<file path="src/rtl/vga_pkg.sv">
// Shared constants and encodings for the VGA text console: screen geometry,
// ASCII control codes, FSM states and cursor commands.
package vga_pkg;

    localparam int                VGA_COLS     = 80;
    localparam int                VGA_ROWS     = 30;
    localparam logic [12:0]       VGA_BUF_BASE = 13'h1000;

    localparam int COL_W = 7;
    localparam int ROW_W = 5;
    localparam int IDX_W = 12;

    localparam logic [7:0] CH_BS    = 8'h08;
    localparam logic [7:0] CH_LF    = 8'h0A;
    localparam logic [7:0] CH_FF    = 8'h0C;
    localparam logic [7:0] CH_CR    = 8'h0D;
    localparam logic [7:0] CH_SPACE = 8'h20;

    typedef enum logic [2:0] {
        ST_IDLE,
        ST_WRITE,
        ST_SCROLL_RD,
        ST_SCROLL_WAIT,
        ST_SCROLL_WR,
        ST_SCROLL_CLR,
        ST_CLEAR
    } state_e;

    typedef enum logic [2:0] {
        CUR_NONE,
        CUR_ADVANCE,
        CUR_CR,
        CUR_NEWLINE,
        CUR_BACK,
        CUR_HOME,
        CUR_LAST_ROW
    } cursor_cmd_e;

    function automatic logic is_printable(input logic [7:0] c);
        return c >= CH_SPACE;
    endfunction

endpackage

</file>
<file path="src/rtl/vga_text_console_if.sv">
// Register-bus connection between the text console (master) and vga_top (slave).
interface vga_text_console_if #(
    parameter int C_AXI_ADDR_WIDTH = 13,
    parameter int C_AXI_DATA_WIDTH = 32
);
    logic [C_AXI_DATA_WIDTH-1:0] axil_wdata_o;
    logic [3:0]                  axil_wstrb_o;
    logic [C_AXI_ADDR_WIDTH-1:0] axil_waddr_o;
    logic                        axil_wready_o;
    logic                        axil_rreq_o;
    logic [C_AXI_ADDR_WIDTH-1:0] axil_raddr_o;
    logic [C_AXI_DATA_WIDTH-1:0] axil_rdata_i;

    modport master (
        output axil_wdata_o, axil_wstrb_o, axil_waddr_o, axil_wready_o,
        output axil_rreq_o, axil_raddr_o,
        input  axil_rdata_i
    );

    modport slave (
        input  axil_wdata_o, axil_wstrb_o, axil_waddr_o, axil_wready_o,
        input  axil_rreq_o, axil_raddr_o,
        output axil_rdata_i
    );
endinterface

</file>
<file path="src/rtl/vga_console_cursor.sv">
// Text cursor: row/column counters driven by one command per cycle, plus the
// linear tile index and end-of-screen flags derived from them.
module vga_console_cursor
    import vga_pkg::*;
#(
    parameter int COLS = VGA_COLS,
    parameter int ROWS = VGA_ROWS
) (
    input  logic              clk_i,
    input  logic              rst_i,
    input  cursor_cmd_e       cmd,
    output logic [COL_W-1:0]  col,
    output logic [ROW_W-1:0]  row,
    output logic [IDX_W-1:0]  tile_idx,
    output logic              last_tile,
    output logic              last_row
);

    localparam logic [COL_W-1:0] COL_MAX = COL_W'(COLS - 1);
    localparam logic [ROW_W-1:0] ROW_MAX = ROW_W'(ROWS - 1);

    always_ff @(posedge clk_i) begin
        if (rst_i) begin
            col <= '0;
            row <= '0;
        end else begin
            case (cmd)
                CUR_ADVANCE: begin
                    // Row saturates at the bottom; the console scrolls instead.
                    if (col == COL_MAX) begin
                        col <= '0;
                        if (row != ROW_MAX) row <= row + 1'b1;
                    end else begin
                        col <= col + 1'b1;
                    end
                end
                CUR_CR:      col <= '0;
                CUR_NEWLINE: begin
                    col <= '0;
                    if (row != ROW_MAX) row <= row + 1'b1;
                end
                CUR_BACK:    if (col != '0) col <= col - 1'b1;
                CUR_HOME: begin
                    col <= '0;
                    row <= '0;
                end
                CUR_LAST_ROW: begin
                    col <= '0;
                    row <= ROW_MAX;
                end
                default: ;
            endcase
        end
    end

    assign tile_idx  = IDX_W'(row) * IDX_W'(COLS) + IDX_W'(col);
    assign last_row  = (row == ROW_MAX);
    assign last_tile = last_row && (col == COL_MAX);

endmodule

</file>
<file path="src/rtl/vga_text_console.sv">
// Byte-stream to text-buffer writer for vga_top: cursor handling, clear screen
// and scroll-up by copying each tile one row up through the read port.
module vga_text_console
    import vga_pkg::*;
#(
    parameter int                          C_AXI_ADDR_WIDTH = 13,
    parameter int                          C_AXI_DATA_WIDTH = 32,
    parameter int                          COLS             = VGA_COLS,
    parameter int                          ROWS             = VGA_ROWS,
    parameter logic [C_AXI_ADDR_WIDTH-1:0] BUF_BASE         = VGA_BUF_BASE,
    parameter int                          RD_LAT           = 1
) (
    input  logic                 clk_i,
    input  logic                 rst_i,
    input  logic [7:0]           char_i,
    input  logic                 char_valid_i,
    output logic                 char_ready_o,
    vga_text_console_if.master   bus,
    output logic [COL_W-1:0]     cursor_col_o,
    output logic [ROW_W-1:0]     cursor_row_o,
    output logic                 busy_o
);

    localparam int AW         = C_AXI_ADDR_WIDTH;
    localparam int COPY_LAST  = COLS * (ROWS - 1) - 1;
    localparam int CLEAR_LAST = COLS * ROWS - 1;
    localparam int WAIT_W     = (RD_LAT > 2) ? $clog2(RD_LAT) : 1;
    localparam logic [AW-1:0] LAST_ROW_BASE = BUF_BASE + AW'(COLS * (ROWS - 1));

    state_e               state_q, state_d;
    logic [IDX_W-1:0]     idx_q, idx_d;
    logic [WAIT_W-1:0]    wait_q, wait_d;
    logic                 pend_q, pend_d;
    logic                 started_q;
    logic                 ready_q, ready_d;
    logic                 busy_q, busy_d;
    logic                 wready_q, wready_d;
    logic                 rreq_q, rreq_d;
    logic                 copy_q, copy_d;
    logic [AW-1:0]        waddr_q, waddr_d;
    logic [AW-1:0]        raddr_q, raddr_d;
    logic [7:0]           wbyte_q, wbyte_d;
    logic [3:0]           wstrb_q;
    logic                 start_scroll, start_copy_wr;

    cursor_cmd_e          cur_cmd;
    logic [COL_W-1:0]     cur_col;
    logic [ROW_W-1:0]     cur_row;
    logic [IDX_W-1:0]     cur_tile;
    logic                 cur_last_tile, cur_last_row;

    logic                 accept;
    logic                 unused_rdata;

    vga_console_cursor #(.COLS(COLS), .ROWS(ROWS)) u_cursor (
        .clk_i     (clk_i),
        .rst_i     (rst_i),
        .cmd       (cur_cmd),
        .col       (cur_col),
        .row       (cur_row),
        .tile_idx  (cur_tile),
        .last_tile (cur_last_tile),
        .last_row  (cur_last_row)
    );

    assign accept = char_valid_i && ready_q;

    // Bus outputs are computed for the state being entered and registered at
    // the same edge, so each strobe lines up with its state's cycle.
    always_comb begin
        // NOTE: every value written here gets a default first, so no path leaves a latch.
        state_d       = state_q;
        idx_d         = idx_q;
        wait_d        = wait_q;
        pend_d        = pend_q;
        wready_d      = 1'b0;
        rreq_d        = 1'b0;
        copy_d        = 1'b0;
        waddr_d       = waddr_q;
        raddr_d       = raddr_q;
        wbyte_d       = wbyte_q;
        cur_cmd       = CUR_NONE;
        start_scroll  = 1'b0;
        start_copy_wr = 1'b0;

        case (state_q)
            ST_IDLE: begin
                if (accept) begin
                    if (is_printable(char_i)) begin
                        cur_cmd  = CUR_ADVANCE;
                        pend_d   = cur_last_tile;
                        state_d  = ST_WRITE;
                        wready_d = 1'b1;
                        waddr_d  = BUF_BASE + AW'(cur_tile);
                        wbyte_d  = char_i;
                    end else begin
                        case (char_i)
                            CH_CR: cur_cmd = CUR_CR;
                            CH_LF: begin
                                if (cur_last_row) begin
                                    cur_cmd      = CUR_CR;
                                    start_scroll = 1'b1;
                                end else begin
                                    cur_cmd = CUR_NEWLINE;
                                end
                            end
                            CH_BS: begin
                                if (cur_col != '0) begin
                                    cur_cmd  = CUR_BACK;
                                    pend_d   = 1'b0;
                                    state_d  = ST_WRITE;
                                    wready_d = 1'b1;
                                    waddr_d  = BUF_BASE + AW'(cur_tile) - 1'b1;
                                    wbyte_d  = CH_SPACE;
                                end
                            end
                            CH_FF: begin
                                cur_cmd  = CUR_HOME;
                                state_d  = ST_CLEAR;
                                idx_d    = '0;
                                wready_d = 1'b1;
                                waddr_d  = BUF_BASE;
                                wbyte_d  = CH_SPACE;
                            end
                            default: ;
                        endcase
                    end
                end
            end

            ST_WRITE: begin
                if (pend_q) start_scroll = 1'b1;
                else        state_d      = ST_IDLE;
            end

            ST_SCROLL_RD: begin
                if (RD_LAT == 1) begin
                    start_copy_wr = 1'b1;
                end else begin
                    state_d = ST_SCROLL_WAIT;
                    wait_d  = '0;
                end
            end

            ST_SCROLL_WAIT: begin
                if (wait_q == WAIT_W'(RD_LAT - 2)) start_copy_wr = 1'b1;
                else                               wait_d        = wait_q + 1'b1;
            end

            ST_SCROLL_WR: begin
                if (idx_q == IDX_W'(COPY_LAST)) begin
                    state_d  = ST_SCROLL_CLR;
                    idx_d    = '0;
                    cur_cmd  = CUR_LAST_ROW;
                    wready_d = 1'b1;
                    waddr_d  = LAST_ROW_BASE;
                    wbyte_d  = CH_SPACE;
                end else begin
                    state_d = ST_SCROLL_RD;
                    idx_d   = idx_q + 1'b1;
                    rreq_d  = 1'b1;
                    raddr_d = BUF_BASE + AW'(COLS) + AW'(idx_q) + 1'b1;
                end
            end

            ST_SCROLL_CLR: begin
                if (idx_q == IDX_W'(COLS - 1)) begin
                    state_d = ST_IDLE;
                end else begin
                    idx_d    = idx_q + 1'b1;
                    wready_d = 1'b1;
                    waddr_d  = LAST_ROW_BASE + AW'(idx_q) + 1'b1;
                end
            end

            ST_CLEAR: begin
                if (idx_q == IDX_W'(CLEAR_LAST)) begin
                    state_d = ST_IDLE;
                end else begin
                    idx_d    = idx_q + 1'b1;
                    wready_d = 1'b1;
                    waddr_d  = BUF_BASE + AW'(idx_q) + 1'b1;
                end
            end

            default: state_d = ST_IDLE;
        endcase

        if (start_scroll) begin
            state_d = ST_SCROLL_RD;
            idx_d   = '0;
            rreq_d  = 1'b1;
            raddr_d = BUF_BASE + AW'(COLS);
        end

        if (start_copy_wr) begin
            state_d  = ST_SCROLL_WR;
            wready_d = 1'b1;
            copy_d   = 1'b1;
            waddr_d  = BUF_BASE + AW'(idx_q);
        end

        ready_d = started_q && (state_d == ST_IDLE);
        busy_d  = state_d inside {ST_SCROLL_RD, ST_SCROLL_WAIT, ST_SCROLL_WR,
                                  ST_SCROLL_CLR, ST_CLEAR};
    end

    always_ff @(posedge clk_i) begin
        if (rst_i) begin
            state_q   <= ST_IDLE;
            idx_q     <= '0;
            wait_q    <= '0;
            pend_q    <= 1'b0;
            started_q <= 1'b0;
            ready_q   <= 1'b0;
            busy_q    <= 1'b0;
            wready_q  <= 1'b0;
            rreq_q    <= 1'b0;
            copy_q    <= 1'b0;
            waddr_q   <= '0;
            raddr_q   <= '0;
            wbyte_q   <= '0;
            wstrb_q   <= '0;
        end else begin
            // NOTE: state registers use non-blocking assignment so they all update together at the edge.
            state_q   <= state_d;
            idx_q     <= idx_d;
            wait_q    <= wait_d;
            pend_q    <= pend_d;
            started_q <= 1'b1;
            ready_q   <= ready_d;
            busy_q    <= busy_d;
            wready_q  <= wready_d;
            rreq_q    <= rreq_d;
            copy_q    <= copy_d;
            waddr_q   <= waddr_d;
            raddr_q   <= raddr_d;
            wbyte_q   <= wbyte_d;
            wstrb_q   <= started_q ? 4'b0001 : 4'b0000;
        end
    end

    // Copy writes forward the read data in the cycle it arrives; that keeps a
    // tile copy at RD_LAT+1 cycles without ever overlapping read and write.
    assign bus.axil_wdata_o  = {{(C_AXI_DATA_WIDTH-8){1'b0}},
                                copy_q ? bus.axil_rdata_i[7:0] : wbyte_q};
    assign bus.axil_wstrb_o  = wstrb_q;
    assign bus.axil_waddr_o  = waddr_q;
    assign bus.axil_wready_o = wready_q;
    assign bus.axil_rreq_o   = rreq_q;
    assign bus.axil_raddr_o  = raddr_q;

    assign char_ready_o = ready_q;
    assign busy_o       = busy_q;
    assign cursor_col_o = cur_col;
    assign cursor_row_o = cur_row;

    assign unused_rdata = ^bus.axil_rdata_i[C_AXI_DATA_WIDTH-1:8];

endmodule

</file>
<file path="src/flat_wrapper.sv">
// flat-port wrapper written by rule: the top's interface ports become plain ports
module vga_text_console_flat import vga_pkg::*;
#(
    parameter int                          C_AXI_ADDR_WIDTH = 13,
    parameter int                          C_AXI_DATA_WIDTH = 32,
    parameter int                          COLS             = VGA_COLS,
    parameter int                          ROWS             = VGA_ROWS,
    parameter logic [C_AXI_ADDR_WIDTH-1:0] BUF_BASE         = VGA_BUF_BASE,
    parameter int                          RD_LAT           = 1
)
  (clk_i, rst_i, char_i, char_valid_i, char_ready_o, cursor_col_o, cursor_row_o, busy_o, bus_axil_wdata_o, bus_axil_wstrb_o, bus_axil_waddr_o, bus_axil_wready_o, bus_axil_rreq_o, bus_axil_raddr_o, bus_axil_rdata_i);
  vga_text_console_if #(.C_AXI_ADDR_WIDTH(C_AXI_ADDR_WIDTH), .C_AXI_DATA_WIDTH(C_AXI_DATA_WIDTH)) bus_i ();
  input  logic clk_i;
  input  logic rst_i;
  input  logic [7:0] char_i;
  input  logic char_valid_i;
  output logic char_ready_o;
  output logic [COL_W-1:0] cursor_col_o;
  output logic [ROW_W-1:0] cursor_row_o;
  output logic busy_o;
  output wire logic [$bits(bus_i.axil_wdata_o)-1:0] bus_axil_wdata_o;
  output wire logic [$bits(bus_i.axil_wstrb_o)-1:0] bus_axil_wstrb_o;
  output wire logic [$bits(bus_i.axil_waddr_o)-1:0] bus_axil_waddr_o;
  output wire logic [$bits(bus_i.axil_wready_o)-1:0] bus_axil_wready_o;
  output wire logic [$bits(bus_i.axil_rreq_o)-1:0] bus_axil_rreq_o;
  output wire logic [$bits(bus_i.axil_raddr_o)-1:0] bus_axil_raddr_o;
  input wire logic [$bits(bus_i.axil_rdata_i)-1:0] bus_axil_rdata_i;
  assign bus_axil_wdata_o = bus_i.axil_wdata_o;
  assign bus_axil_wstrb_o = bus_i.axil_wstrb_o;
  assign bus_axil_waddr_o = bus_i.axil_waddr_o;
  assign bus_axil_wready_o = bus_i.axil_wready_o;
  assign bus_axil_rreq_o = bus_i.axil_rreq_o;
  assign bus_axil_raddr_o = bus_i.axil_raddr_o;
  assign bus_i.axil_rdata_i = bus_axil_rdata_i;
  vga_text_console #(.C_AXI_ADDR_WIDTH(C_AXI_ADDR_WIDTH), .C_AXI_DATA_WIDTH(C_AXI_DATA_WIDTH), .COLS(COLS), .ROWS(ROWS), .BUF_BASE(BUF_BASE), .RD_LAT(RD_LAT)) u_core (.clk_i(clk_i), .rst_i(rst_i), .char_i(char_i), .char_valid_i(char_valid_i), .char_ready_o(char_ready_o), .bus(bus_i), .cursor_col_o(cursor_col_o), .cursor_row_o(cursor_row_o), .busy_o(busy_o));
endmodule
</file>
<file path="config.mk">
export PLATFORM = sky130hd
export DESIGN_NAME = vga_text_console_flat
export DESIGN_NICKNAME = d
export VERILOG_FILES = /design/src/rtl/vga_pkg.sv /design/src/rtl/vga_text_console_if.sv /design/src/rtl/vga_console_cursor.sv /design/src/rtl/vga_text_console.sv /design/src/flat_wrapper.sv
export SDC_FILE = /design/constraint.sdc
export NUM_CORES = 1
export LEC_CHECK = 0
export BUFFER_PORTS_ARGS = -buffer_cell sky130_fd_sc_hd__buf_2
export CORE_ASPECT_RATIO = 0.5
export CORE_MARGIN = 3
export CORE_UTILIZATION = 60
export DETAILED_ROUTE_END_ITERATION = 8
export GPL_ROUTABILITY_DRIVEN = 1
export PLACE_DENSITY_LB_ADDON = 0.1
export SLEW_MARGIN = 20
export SYNTH_ARGS = -nofsm -noshare
export SYNTH_HDL_FRONTEND = slang
export SYNTH_SLANG_ARGS = --single-unit
export TNS_END_PERCENT = 100
</file>
<file path="constraint.sdc">
create_clock -name clk_i -period 5.2 [get_ports clk_i]
set_clock_uncertainty 0.2 [all_clocks]
set_input_delay 1.04 -clock clk_i [delete_from_list [all_inputs] [get_ports clk_i]]
set_output_delay 1.04 -clock clk_i [all_outputs]
set_load 0.1 [all_outputs]
</file>
# ---- Word level (Yosys, flattened, before mapping)
# Index checks and enable logic that the tools add are counted.
# W data, S select, Z words.
dict set report word_totals {
  regBits 73
  output_inout_bits 78
  input_bits 43
  elab_cells 181
}
dict set report op_classes {
  reduce_logical 26
  n_lt_le_gt_ge 1
  muxes 77
  mul 1
  addsub 14
  bitwise_logic 1
  eq_ne 44
}
# cell count
set op_table {}
lappend op_table {{$mux W13} 10}
lappend op_table {{$mux W12} 6}
lappend op_table {{$add A13 B12 Y13 const A} 4}
lappend op_table {{$pmux W13 S4} 1}
lappend op_table {{$pmux W12 S4} 1}
lappend op_table {{$mux W8} 5}
lappend op_table {{$add A13 B1 Y13 const B} 3}
lappend op_table {{$mux W3} 13}
lappend op_table {{$eq A8 B4 Y1 const B} 4}
lappend op_table {{$pmux W8 S2} 2}
lappend op_table {{$eq A3 B3 Y1 const B} 9}
lappend op_table {{$pmux W13 S2} 1}
lappend op_table {{$eq A12 B12 Y1 const B} 2}
lappend op_table {{$mux W1} 24}
lappend op_table {{$pmux W7 S3} 1}
lappend op_table {{$pmux W5 S4} 1}
lappend op_table {{$eq A3 B2 Y1 const B} 6}
lappend op_table {{$pmux W3 S6} 1}
lappend op_table {{$mux W7} 2}
lappend op_table {{$sub A13 B1 Y13 const B} 1}
lappend op_table {{$add A12 B1 Y12 const B} 1}
lappend op_table {{$add A12 B7 Y12} 1}
lappend op_table {{$eq A12 B7 Y1 const B} 1}
lappend op_table {{$pmux W3 S2} 2}
lappend op_table {{other kinds (35)} 62}

# ---- Longest topological paths before layout
# Gate-level depths: netlist (run 1).
dict set report logic_depth {
  depth_word 10
  mapped_depth 12
  mapped_depth_nobuf 9
}

# ---- Cells and area by module
# Synthesis (run 1) repeated with hierarchy kept, for this count alone.
dict set report unflattened {
  hier_cells 676
  hier_area_um2 5395.2
}
# module area_per_inst_um2 instances cells_each seq_area_each_um2
set modules_own_cells {}
lappend modules_own_cells {vga_text_console 4073.9 1 514 1161.1}
lappend modules_own_cells {vga_console_cursor 1321.3 1 162 240.2}

# ---- Worst setup path before layout (run 1)
# OpenSTA, ideal clock, no wires.
dict set report synth_timing {
  path_type {register to register}
  from {register u_core.u_cursor.row[1]}
  to {register u_core.waddr_q[11], in the netlist u_core.bus.axil_waddr_o[11]}
  setup_ns 0.060
  setup_slack_ns 1.425
  path_stages_with_launch 10
  arrival_time_ns 3.515
  path_buffers 0
  synth_period_minus_slack_ns 3.775
  required_ns 4.940
  cell_sequence {dfxtp_1 ha_1 ha_1 fa_1 or3_1 a211oi_1 o2bb2ai_1 a2111oi_0 o21bai_1 o311a_1}
}
dict set report synth_via {
  elab_chain_cells 10
}
# element line
set synth_rtl {}
lappend synth_rtl {{from (decl)} vga_console_cursor.sv:13} ;# output logic [ROW_W-1:0] row,
lappend synth_rtl {{from (signal assigned)} vga_console_cursor.sv:32} ;# if (row != ROW_MAX) row <= row + 1'b1;
lappend synth_rtl {{from (signal assigned)} vga_console_cursor.sv:40} ;# if (row != ROW_MAX) row <= row + 1'b1;
lappend synth_rtl {{$mul A5 B3 Y8 (*)} vga_console_cursor.sv:56} ;# assign tile_idx = IDX_W'(row) * IDX_W'(COLS) + IDX_W'(col);
lappend synth_rtl {{$add A12 B7 Y12 (*)} vga_console_cursor.sv:56}
lappend synth_rtl {{$add A13 B12 Y13 (*)} {vga_text_console.sv:94, vga_text_console.sv:113}}
lappend synth_rtl {{$sub A13 B1 Y13} vga_text_console.sv:113} ;# waddr_d = BUF_BASE + AW'(cur_tile) - 1'b1;
lappend synth_rtl {{$mux W13} vga_text_console.sv:108} ;# if (cur_col != '0) begin
lappend synth_rtl {{$pmux W13 S2} vga_text_console.sv:97} ;# case (char_i)
lappend synth_rtl {{$mux W13 (*)} vga_text_console.sv:89} ;# if (is_printable(char_i)) begin
lappend synth_rtl {{$mux W13 (*)} vga_text_console.sv:88} ;# if (accept) begin
lappend synth_rtl {{$pmux W13 S4 (*)} vga_text_console.sv:86} ;# case (state_q)
lappend synth_rtl {{$mux W13 (*)} vga_text_console.sv:196} ;# if (start_copy_wr) begin
lappend synth_rtl {{to (signal assigned)} vga_text_console.sv:236} ;# waddr_q <= waddr_d;
lappend synth_rtl {{to (decl)} vga_text_console.sv:40} ;# logic [AW-1:0] waddr_q, waddr_d;
# Every way passes the cells marked *; elsewhere a longest branch is shown, timed or not. The select of a mux whose other input is x is not followed.
# A chain may end at the register's enable or synchronous reset.

# ---- Worst setup path in the final report (run 1)
# Same ends and word-level chain as after synthesis.

==> run_results.csv, run 1 <==
group,metric,value,unit
status,status,"completed",
clock_network,clk_latency,0.34,ns
setup_path,critical_path_class,"flop to flop",
synth,synth-seq-cells,70,
global_route,grt_pass1_vias,4667,
setup_path,slowest_delay,0.56,ns
synth,async_flop_share,0,
synth,synth_edf_count,0,
synth,synth.avg_cell_area,7.82,um2
detailed_routing,drt-wirelength-per-cell,17.8,um
pwr,cellLeakagePower,2.41,nW
clock_network,cts_sinks,70,
setup_path,reg2reg_depth,9,
hold_path,hold_start,"u_core.wbyte_q[3]",
detailed_routing,drt_iter0_drc,690,
setup_path,rr_startpoint,"u_core.u_cursor.row[1]",
global_route,grt_start_max_net_pins,38,
timing,setup_viol,0,
finish,area_delta_synth_final,8.66,%
setup_path,arrival,3.46,ns
finish,final_cell_mix,"70 x nor2_1, 70 x dfxtp_1, 69 x buf_2",
timing,slew_viol_final,0,
synth,synth_cells,695,
setup_path,cp_top_family,"compound AO/OA/AOI/OAI gates",
synth,synth.distinct_cells,92,
global_route,overflow,0,
timing,worst_slack,1.83,ns
setup_path,r2r_slack,1.83,ns
global_route,grt_pass1_wl,23.9,mm
pwr,power.density,264,mW/mm2
floorplan,die_x,141,um
floorplan,core.rowCount,23,
placed_design,dp_hpwl,10.5,mm
synth,yosysWarnings,0,
finish,nFillCells,727,
clock_network,post-cts-setup-buffers,0,
clock_network,postCtsHoldBufs,0,
finish,fin_nets,778,
setup_path,cpMaxStageDelayCell,"fa_1",
detailed_routing,dr.pass1.iters,6,
placed_design,port_buffers,69,
flow_run,maxCapViolCount,0,
timing,fin_crit_sh,0.649,
finish,antennaDiodeCount,0,
placed_design,dp_slack,1.79,ns
clock_network,cts_tree,"yes",
global_route,grt_usage,0.286,
timing,hold_viol_final,0,
clock_network,cts_buffers,9,
floorplan,fp.coreArea,0.00840,mm2
setup_path,crit_required,5.28,ns
synth,synth_area_leaders,"dfxtp_1 26%, a21oi_1 5.3%, nor2_1 4.8%",
placed_design,gp_congestion,0.959,
timing,tns,0,ns
timing,fin_crit,3.37,ns
setup_path,rr_endpoint,"u_core.bus.axil_waddr_o[11]",
finish,stdcell_count,835,
clock_network,ctsResizeCount,0,
hold_path,hold_end,"u_core.wbyte_q[3]",
clock_network,cts_buffer_depth,2,
setup_path,crit_fanout,7,
detailed_routing,ant_nets,0,
timing,rsz0062_at_grt,"no",
timing,slew_headroom,0.441,
synth,netlist.area_leader.share,0.258,
setup_path,end_kind,"flop",
setup_path,cp_num_buf_inv,0,
finish,post-route-util,0.702,
floorplan,start_util,0.646,
detailed_routing,drc,0,
synth,synthFlopType,"dfxtp_1",
detailed_routing,drt_wl_total,14.9,mm
setup_path,critPathMostFrequentCell,"ha_1",
floorplan,die_h,73.3,um
setup_path,start_kind,"flop",
clock_network,clockRootBuffer,"clkbuf_16",
detailed_routing,via_count,5459,
pwr,finalPower,0.00156,W
detailed_routing,vias_per_cell,6.54,
clock_network,path_clk_slew,0.06,ns
hold_path,hold_path_class,"flop to flop",
global_route,antenna_found_initial,0,
timing,max_freq,0.296,GHz
floorplan,io_pins,121,
floorplan,die-area,0.0103,mm2
synth,ys_seq_area_frac,0.258,
timing,worstMarginPinSlew,0.838,ns
finish,drive_gt1_frac,0.172,
clock_network,cts_max_level,3,
setup_path,crit_chain,"ha_1 -> ha_1 -> fa_1 -> or3_1 -> a211oi_1 -> o2bb2ai_1 -> a2111oi_0 -> o21bai_1 -> o311a_1",
placed_design,dp_cells,819,
pwr,vdd_drop_max,252,uV
synth,synth_area_leader_cell,"dfxtp_1",
hold_path,whs_path_depth,2,
synth,synthesis.area,0.00543,mm2
## power breakdown
part           switching, W  total (W)  leakage [nW]  internal, W
logic              0.000230   0.000277          1.68    0.0000468
clock network      0.000255   0.000725         0.166     0.000470
registers        0.00000841   0.000556         0.567     0.000547
total              0.000494    0.00156          2.41      0.00106
## worst register-to-register path: stages, from the launching register on
cell,delay [ns]
dfxtp_1,0.47
ha_1,0.28
ha_1,0.22
fa_1,0.56
or3_1,0.35
a211oi_1,0.35
o2bb2ai_1,0.17
a2111oi_0,0.36
o21bai_1,0.17
o311a_1,0.18
## state kept, by name, summed over array words and instances (netlist names)
register	flops
u_core.bus.axil_raddr_o	13
u_core.bus.axil_waddr_o	13
u_core.idx_q	12
u_core.wbyte_q	8
u_core.u_cursor.col	7
u_core.u_cursor.row	5
u_core.state_q	3
u_core.bus.axil_rreq_o	1
u_core.bus.axil_wready_o	1
u_core.bus.axil_wstrb_o	1
u_core.busy_o	1
u_core.char_ready_o	1
u_core.copy_q	1
u_core.pend_q	1
u_core.started_q	1
u_core.wait_q	1
## cells by family after synthesis
group / Yosys count / share of synthesized area
multiplexers: 14 / 0.0290
flip-flops: 70 / 0.258
other: 1 / 0.000690
XOR/XNOR: 19 / 0.0306
adder cells (fa/ha/maj): 18 / 0.0438
AND/OR/NAND/NOR: 267 / 0.267
buffers and inverters: 95 / 0.0933
AO/OA/AOI/OAI: 211 / 0.278
## worst max-delay path by stage
| stage | start | to | slack [ns] | cells past startpoint |
|---|---|---|---|---|
| final | u_core.u_cursor.row[1] | u_core.bus.axil_waddr_o[11] | 1.83 | 9 |
| after global routing | u_core.u_cursor.row[1] | u_core.bus.axil_waddr_o[11] | 1.58 | 9 |
| after CTS | u_core.u_cursor.row[1] | u_core.bus.axil_waddr_o[11] | 1.82 | 9 |
| after detailed placement | char_i[0] | u_core.idx_q[6] | 1.79 | 7 |
| after global placement | rst_i | u_core.bus.axil_raddr_o[3] | 1.83 | 4 |
| after floorplan | u_core.u_cursor.row[1] | u_core.bus.axil_waddr_o[11] | 1.42 | 9 |
## cells in the mapped netlist (6+ instances only)
cell / number
nor2b_1: 7
a31oi_1: 9
xor2_1: 6
buf_2: 19
a211oi_1: 17
dfxtp_1: 70
o21ai_1: 8
ha_1: 15
and2_1: 9
inv_1: 11
nand2_1: 52
a21oi_1: 57
nand3_1: 35
nor3_1: 22
o21ai_0: 28
mux2_2: 9
o211ai_1: 10
clkbuf_1: 33
and3_1: 15
xnor2_1: 13
nor2_1: 70
buf_4: 30
## routing by layer
| layer | global-route usage | share of wire | vias up |
|---|---|---|---|
| met1 | 0.412 | 0.45 | 2513 |
| met3 | 0.0631 | 0.11 | 29 |
| met5 | 0 | 0 | - |
| met2 | 0.437 | 0.43 | 327 |
| li1 | - | - | 2590 |
| met4 | 0.0687 | 0.015 | 0 |
## through the flow
step / hold WS (ns) / cell area, um2
after floorplan: 0.228 / 5530
after global placement: 0.238 / 5560
final: 0.249 / 5900
after global routing: 0.268 / 5900
after detailed placement: 0.244 / 5560
after CTS: 0.252 / 5900
## area by class of cell
| type | instances | area, um2 | share of cell area |
|---|---|---|---|
| clock buffer | 9 | 225 | 0.0382 |
| clock inverter | 7 | 120 | 0.0204 |
| inverter | 11 | 41.3 | 0.00700 |
| multi-input combinational | 556 | 3620 | 0.614 |
| sequential | 70 | 1400 | 0.237 |
| tap | 112 | 140 | 0.0237 |
| timing repair buffer | 70 | 353 | 0.0598 |
No activity file was read; power rests on OpenSTA's default activity.
==> run 2: changes to the inputs <==
- CORE_UTILIZATION: 60 -> 56
- clock period: 5.2 -> 3.4 ns (I/O delays scaled with it)
==> run 2 against run 1 <==
Against the previous run: critical path depth unchanged; power up 53%; clock-buffer cell count unchanged; first-iteration DRC count down 9.4%; non-clock buffer count up 21; sequential cell count unchanged; register-to-register slack worse by 1.7 ns; final area up 3.2%; sequential power up 53%; sequential share of layout area down 0.62 points; critical path type unchanged; critical endpoint unchanged; largest power group unchanged.
==> run_results.csv, run 2 (same netlist as run 1, synthesis figures left out) <==
group,metric,value,unit
floorplan,io_pins,121,
timing,tns,0,ns
floorplan,die-area,0.0110,mm2
setup_path,cpMaxStageDelayCell,"a2111oi_0",
clock_network,clockRootBuffer,"clkbuf_16",
clock_network,post-cts-setup-buffers,0,
setup_path,critical_path.startpoint,"u_core.u_cursor.row[1]",
placed_design,dp_hpwl,11.1,mm
placed_design,dp_cells,858,
global_route,antenna_found_initial,0,
detailed_routing,drt-wirelength-per-cell,17.7,um
setup_path,r2r_slack,0.15,ns
setup_path,start_kind,"flop",
setup_path,end_kind,"flop",
timing,rsz0062_at_grt,"no",
clock_network,cts_buffer_depth,2,
setup_path,worstSetupEndpoint,"u_core.bus.axil_waddr_o[11]",
clock_network,cts_max_level,3,
setup_path,cp_top_family,"compound AO/OA/AOI/OAI gates",
setup_path,crit_chain,"ha_1 -> ha_1 -> fa_1 -> or3_1 -> a211oi_1 -> o2bb2ai_1 -> a2111oi_0 -> o21bai_1 -> o311a_1",
setup_path,reg2reg_depth,9,
finish,layout_commonest_cell,"nor2_1",
timing,slew_viol_final,0,
global_route,grt_pass1_wl,24.3,mm
detailed_routing,drc,0,
setup_path,rr_endpoint,"u_core.bus.axil_waddr_o[11]",
global_route,grt_pass1_vias,4764,
finish,final_cell_mix,"70 x nor2_1, 69 x buf_2, 65 x dfxtp_1",
pwr,vdd_drop_max,264,uV
setup_path,crit_required,3.48,ns
finish,fin_nets,799,
setup_path,rr_startpoint,"u_core.u_cursor.row[1]",
pwr,power.density,391,mW/mm2
status,status,"completed",
setup_path,cp_num_buf_inv,0,
floorplan,fp.coreArea,0.00907,mm2
detailed_routing,ant_nets,0,
floorplan,core.rowCount,24,
floorplan,start_util,0.599,
setup_path,path_depth,9,
clock_network,cts_tree,"yes",
setup_path,arrival,3.34,ns
clock_network,postCtsHoldBufs,0,
detailed_routing,via_count,5481,
global_route,overflow,0,
timing,fin_crit_sh,0.957,
detailed_routing,dr.pass1.iters,6,
flow_run,maxCapViolCount,0,
clock_network,ctsResizeCount,0,
timing,worst_slack,0.147,ns
clock_network,cts_sinks,70,
placed_design,dp_slack,0.225,ns
timing,setup_viol,0,
timing,fin_crit,3.25,ns
global_route,grt_start_max_net_pins,37,
timing,slew_headroom,0.464,
placed_design,port_buffers,69,
finish,antennaDiodeCount,0,
floorplan,die_x,145,um
timing,max_freq,0.307,GHz
clock_network,cts_buffers,9,
timing,worstMarginPinSlew,0.798,ns
hold_path,hold_path_class,"flop to flop",
global_route,grt_usage,0.274,
setup_path,slowest_delay,0.47,ns
detailed_routing,drt_wl_total,15.5,mm
setup_path,critPathMostFrequentCell,"ha_1",
finish,area_delta_synth_final,12.1,%
finish,stdcell_count,874,
detailed_routing,drt_iter0_drc,625,
finish,post-route-util,0.671,
finish,drive_gt1_frac,0.202,
floorplan,die_h,75.6,um
pwr,cellLeakagePower,2.52,nW
timing,timing.hold.ws,0.249,ns
placed_design,gp_congestion,0.980,
detailed_routing,vias_per_cell,6.27,
clock_network,clk_latency,0.34,ns
timing,hold_viol_final,0,
setup_path,crit_fanout,7,
setup_path,critical_path_class,"flop to flop",
clock_network,path_clk_slew,0.06,ns
-- run 2: cell types whose count changed in the layout (fill, tap and decap cells not counted) --
cell | previous run | this run
buf_4 | 1 | 22
dfxtp_1 | 70 | 65
dfxtp_2 | 0 | 5
-- run 2: metal layers --
| metal | up-vias | track usage | share of wire |
|---|---|---|---|
| met4 | 0 | 0.0789 | 0.0096 |
| met2 | 300 | 0.429 | 0.43 |
| met5 | - | 0 | 0 |
| met1 | 2550 | 0.385 | 0.45 |
| met3 | 21 | 0.0636 | 0.11 |
| li1 | 2610 | - | - |
-- run 2: layout make-up --
class,count,area (um2)
Clock buffer,9,225
Inverter,11,41.3
Timing Repair Buffer,91,510
Sequential cell,70,1410
Tap cell,130,163
Multi-Input combinational cell,556,3620
Clock inverter,7,120
Fill cell,810,2980
-- run 2: report_power, final --
part | internal (W) | switching, W
Clock | 0.000719 | 0.000382
Sequential | 0.000837 | 0.0000123
Combinational | 0.0000764 | 0.000355
-- run 2: how the worst min path moves through the flow --
stage,startpoint,to,cells after the start,slack (ns)
floorplan,u_core.wait_q,u_core.wait_q,2,0.23
global placement,u_core.bus.axil_raddr_o[5],u_core.bus.axil_raddr_o[5],2,0.24
detailed placement,u_core.wbyte_q[1],u_core.wbyte_q[1],2,0.24
CTS,u_core.wbyte_q[1],u_core.wbyte_q[1],2,0.25
global route,u_core.wbyte_q[3],u_core.wbyte_q[3],2,0.27
finish,u_core.bus.axil_raddr_o[5],u_core.bus.axil_raddr_o[5],2,0.25
-- run 2: metrics by stage --
stage / total power (W) / area [um2]
6_report: 0.00238 / 6090
5_1_grt: 0.00244 / 6090
4_1_cts: 0.00239 / 6090
3_5_place_dp: 0.00129 / 5740
3_3_place_gp: 0.00129 / 5740
2_1_floorplan: 0.00125 / 5540
-- run 2: worst min-delay path, delay by kind of cell (launching register included) --
family           cells  cell delay [ns]
AO/OA/AOI/OAI        1             0.05
flip-flops           1             0.30
AND/OR/NAND/NOR      1             0.05
==> run 3: changes to the inputs <==
- CELL_PAD_IN_SITES_DETAIL_PLACEMENT: default -> 1
- CELL_PAD_IN_SITES_GLOBAL_PLACEMENT: default -> 1
- CORE_UTILIZATION: 56 -> 40
==> run 3 against run 2 <==
Against the previous run: power up 0.58%; cell count up 5.8%; register-to-register slack better by 0.10 ns; sequential share of layout area down 0.49 points; clock-buffer cell count unchanged; wire length up 14%; critical path type unchanged.
==> run_results.csv, run 3 (same netlist as run 1, synthesis figures left out) <==
group,metric,value,unit
finish,fin_nets,810,
setup_path,end_kind,"flop",
timing,tns,0,ns
pwr,cellLeakagePower,2.57,nW
placed_design,dp_hpwl,13.2,mm
setup_path,critical_path_class,"flop to flop",
floorplan,core.rowCount,29,
timing,timing.hold.ws,0.250,ns
detailed_routing,drt_iter0_drc,348,
clock_network,cts_sinks,70,
timing,setup_viol,0,
floorplan,io_pins,121,
finish,final_area,0.00622,mm2
clock_network,post-cts-setup-buffers,0,
placed_design,gp_congestion,0.858,
finish,layout_commonest_cell,"nor2_1",
floorplan,die_h,88.4,um
floorplan,die-area,0.0151,mm2
clock_network,ctsResizeCount,0,
clock_network,cts_max_level,3,
floorplan,fp.coreArea,0.0130,mm2
pwr,power.density,385,mW/mm2
global_route,grt_start_max_net_pins,37,
hold_path,hold_path_class,"flop to flop",
detailed_routing,drt-wirelength-per-cell,19.0,um
detailed_routing,ant_nets,0,
timing,worstMarginPinSlew,0.816,ns
floorplan,die_x,171,um
detailed_routing,vias_per_cell,5.89,
timing,rsz0062_at_grt,"no",
timing,slew_headroom,0.451,
clock_network,clockRootBuffer,"clkbuf_16",
finish,antennaDiodeCount,0,
timing,fin_crit,3.15,ns
finish,drive_gt1_frac,0.213,
clock_network,cts_tree,"yes",
global_route,grt_usage,0.235,
finish,final_cell_mix,"70 x nor2_1, 69 x buf_2, 65 x dfxtp_1",
placed_design,placed_cell_area,0.00588,mm2
global_route,antenna_found_initial,0,
setup_path,crit_fanout,7,
timing,fin_crit_sh,0.927,
timing,slew_viol_final,0,
setup_path,arrival,3.23,ns
global_route,overflow,0,
placed_design,port_buffers,69,
pwr,finalPower,0.00240,W
floorplan,start_util,0.419,
clock_network,postCtsHoldBufs,0,
global_route,grt_pass1_wl,28.2,mm
clock_network,cts_buffers,9,
detailed_routing,drc,0,
clock_network,path_clk_slew,0.06,ns
timing,max_freq,0.317,GHz
clock_network,clk_latency,0.34,ns
setup_path,start_kind,"flop",
global_route,grt_pass1_vias,5150,
detailed_routing,via_count,5446,
setup_path,crit_required,3.48,ns
pwr,vdd_drop_max,222,uV
timing,hold_viol_final,0,
finish,area_delta_synth_final,14.5,%
status,status,"completed",
detailed_routing,drt_wl_total,17.6,mm
flow_run,maxCapViolCount,0,
detailed_routing,dr.pass1.iters,5,
clock_network,cts_buffer_depth,2,
## run 3: changes by cell type in the layout (fill, tap and decap cells not counted)
cell	previous run	this run
buf_4	22	33
## run 3: critical path: stages, from the launching register on
cell and delay [ns]:
dfxtp_2 0.36, ha_1 0.31, ha_1 0.22, fa_1 0.46, or3_1 0.32, a211oi_1 0.36
o2bb2ai_1 0.18, a2111oi_0 0.35, o21bai_1 0.17, o311a_1 0.17
## run 3: layout make-up
class,count,area (um2)
fillers,1619,6730
clock buffers,9,225
well taps,170,213
inverters,11,41.3
clock inverters,7,120
multi-input cells,556,3620
flip-flops and latches,70,1410
repair buffers,102,593
## run 3: routing by layer
| layer | up-vias | wire length, um | track usage |
|---|---|---|---|
| met4 | 0 | 148 | 0.0397 |
| li1 | 2632 | - | - |
| met3 | 16 | 912 | 0.0455 |
| met1 | 2664 | 8940 | 0.339 |
| met5 | - | 0 | 0 |
| met2 | 134 | 7610 | 0.372 |
## run 3: where the power goes
part           total, W  switching [W]  internal, W  leakage (nW)
registers      0.000848      0.0000111     0.000837         0.569
clock network   0.00111       0.000391     0.000719         0.166
logic          0.000436       0.000358    0.0000781          1.84
## run 3: stage by stage
step / utilization / worst slack (ns) / std cells
5_1_grt: 0.480 / 0.0546 / 925
3_3_place_gp: 0.454 / 0.330 / 909
4_1_cts: 0.480 / 0.235 / 925
6_report: 0.480 / 0.248 / 925
2_1_floorplan: - / 0.000864 / 721
3_5_place_dp: 0.454 / 0.257 / 909
## run 3: worst paths after layout
check	slack [ns]	cells past startpoint	from	to
setup / recovery	0.25	9	u_core.u_cursor.row[1]	u_core.bus.axil_waddr_o[11]
hold reg to reg	0.25	2	u_core.bus.axil_raddr_o[7]	u_core.bus.axil_raddr_o[7]
hold / removal	0.25	2	u_core.bus.axil_raddr_o[7]	u_core.bus.axil_raddr_o[7]
setup reg to reg	0.25	9	u_core.u_cursor.row[1]	u_core.bus.axil_waddr_o[11]
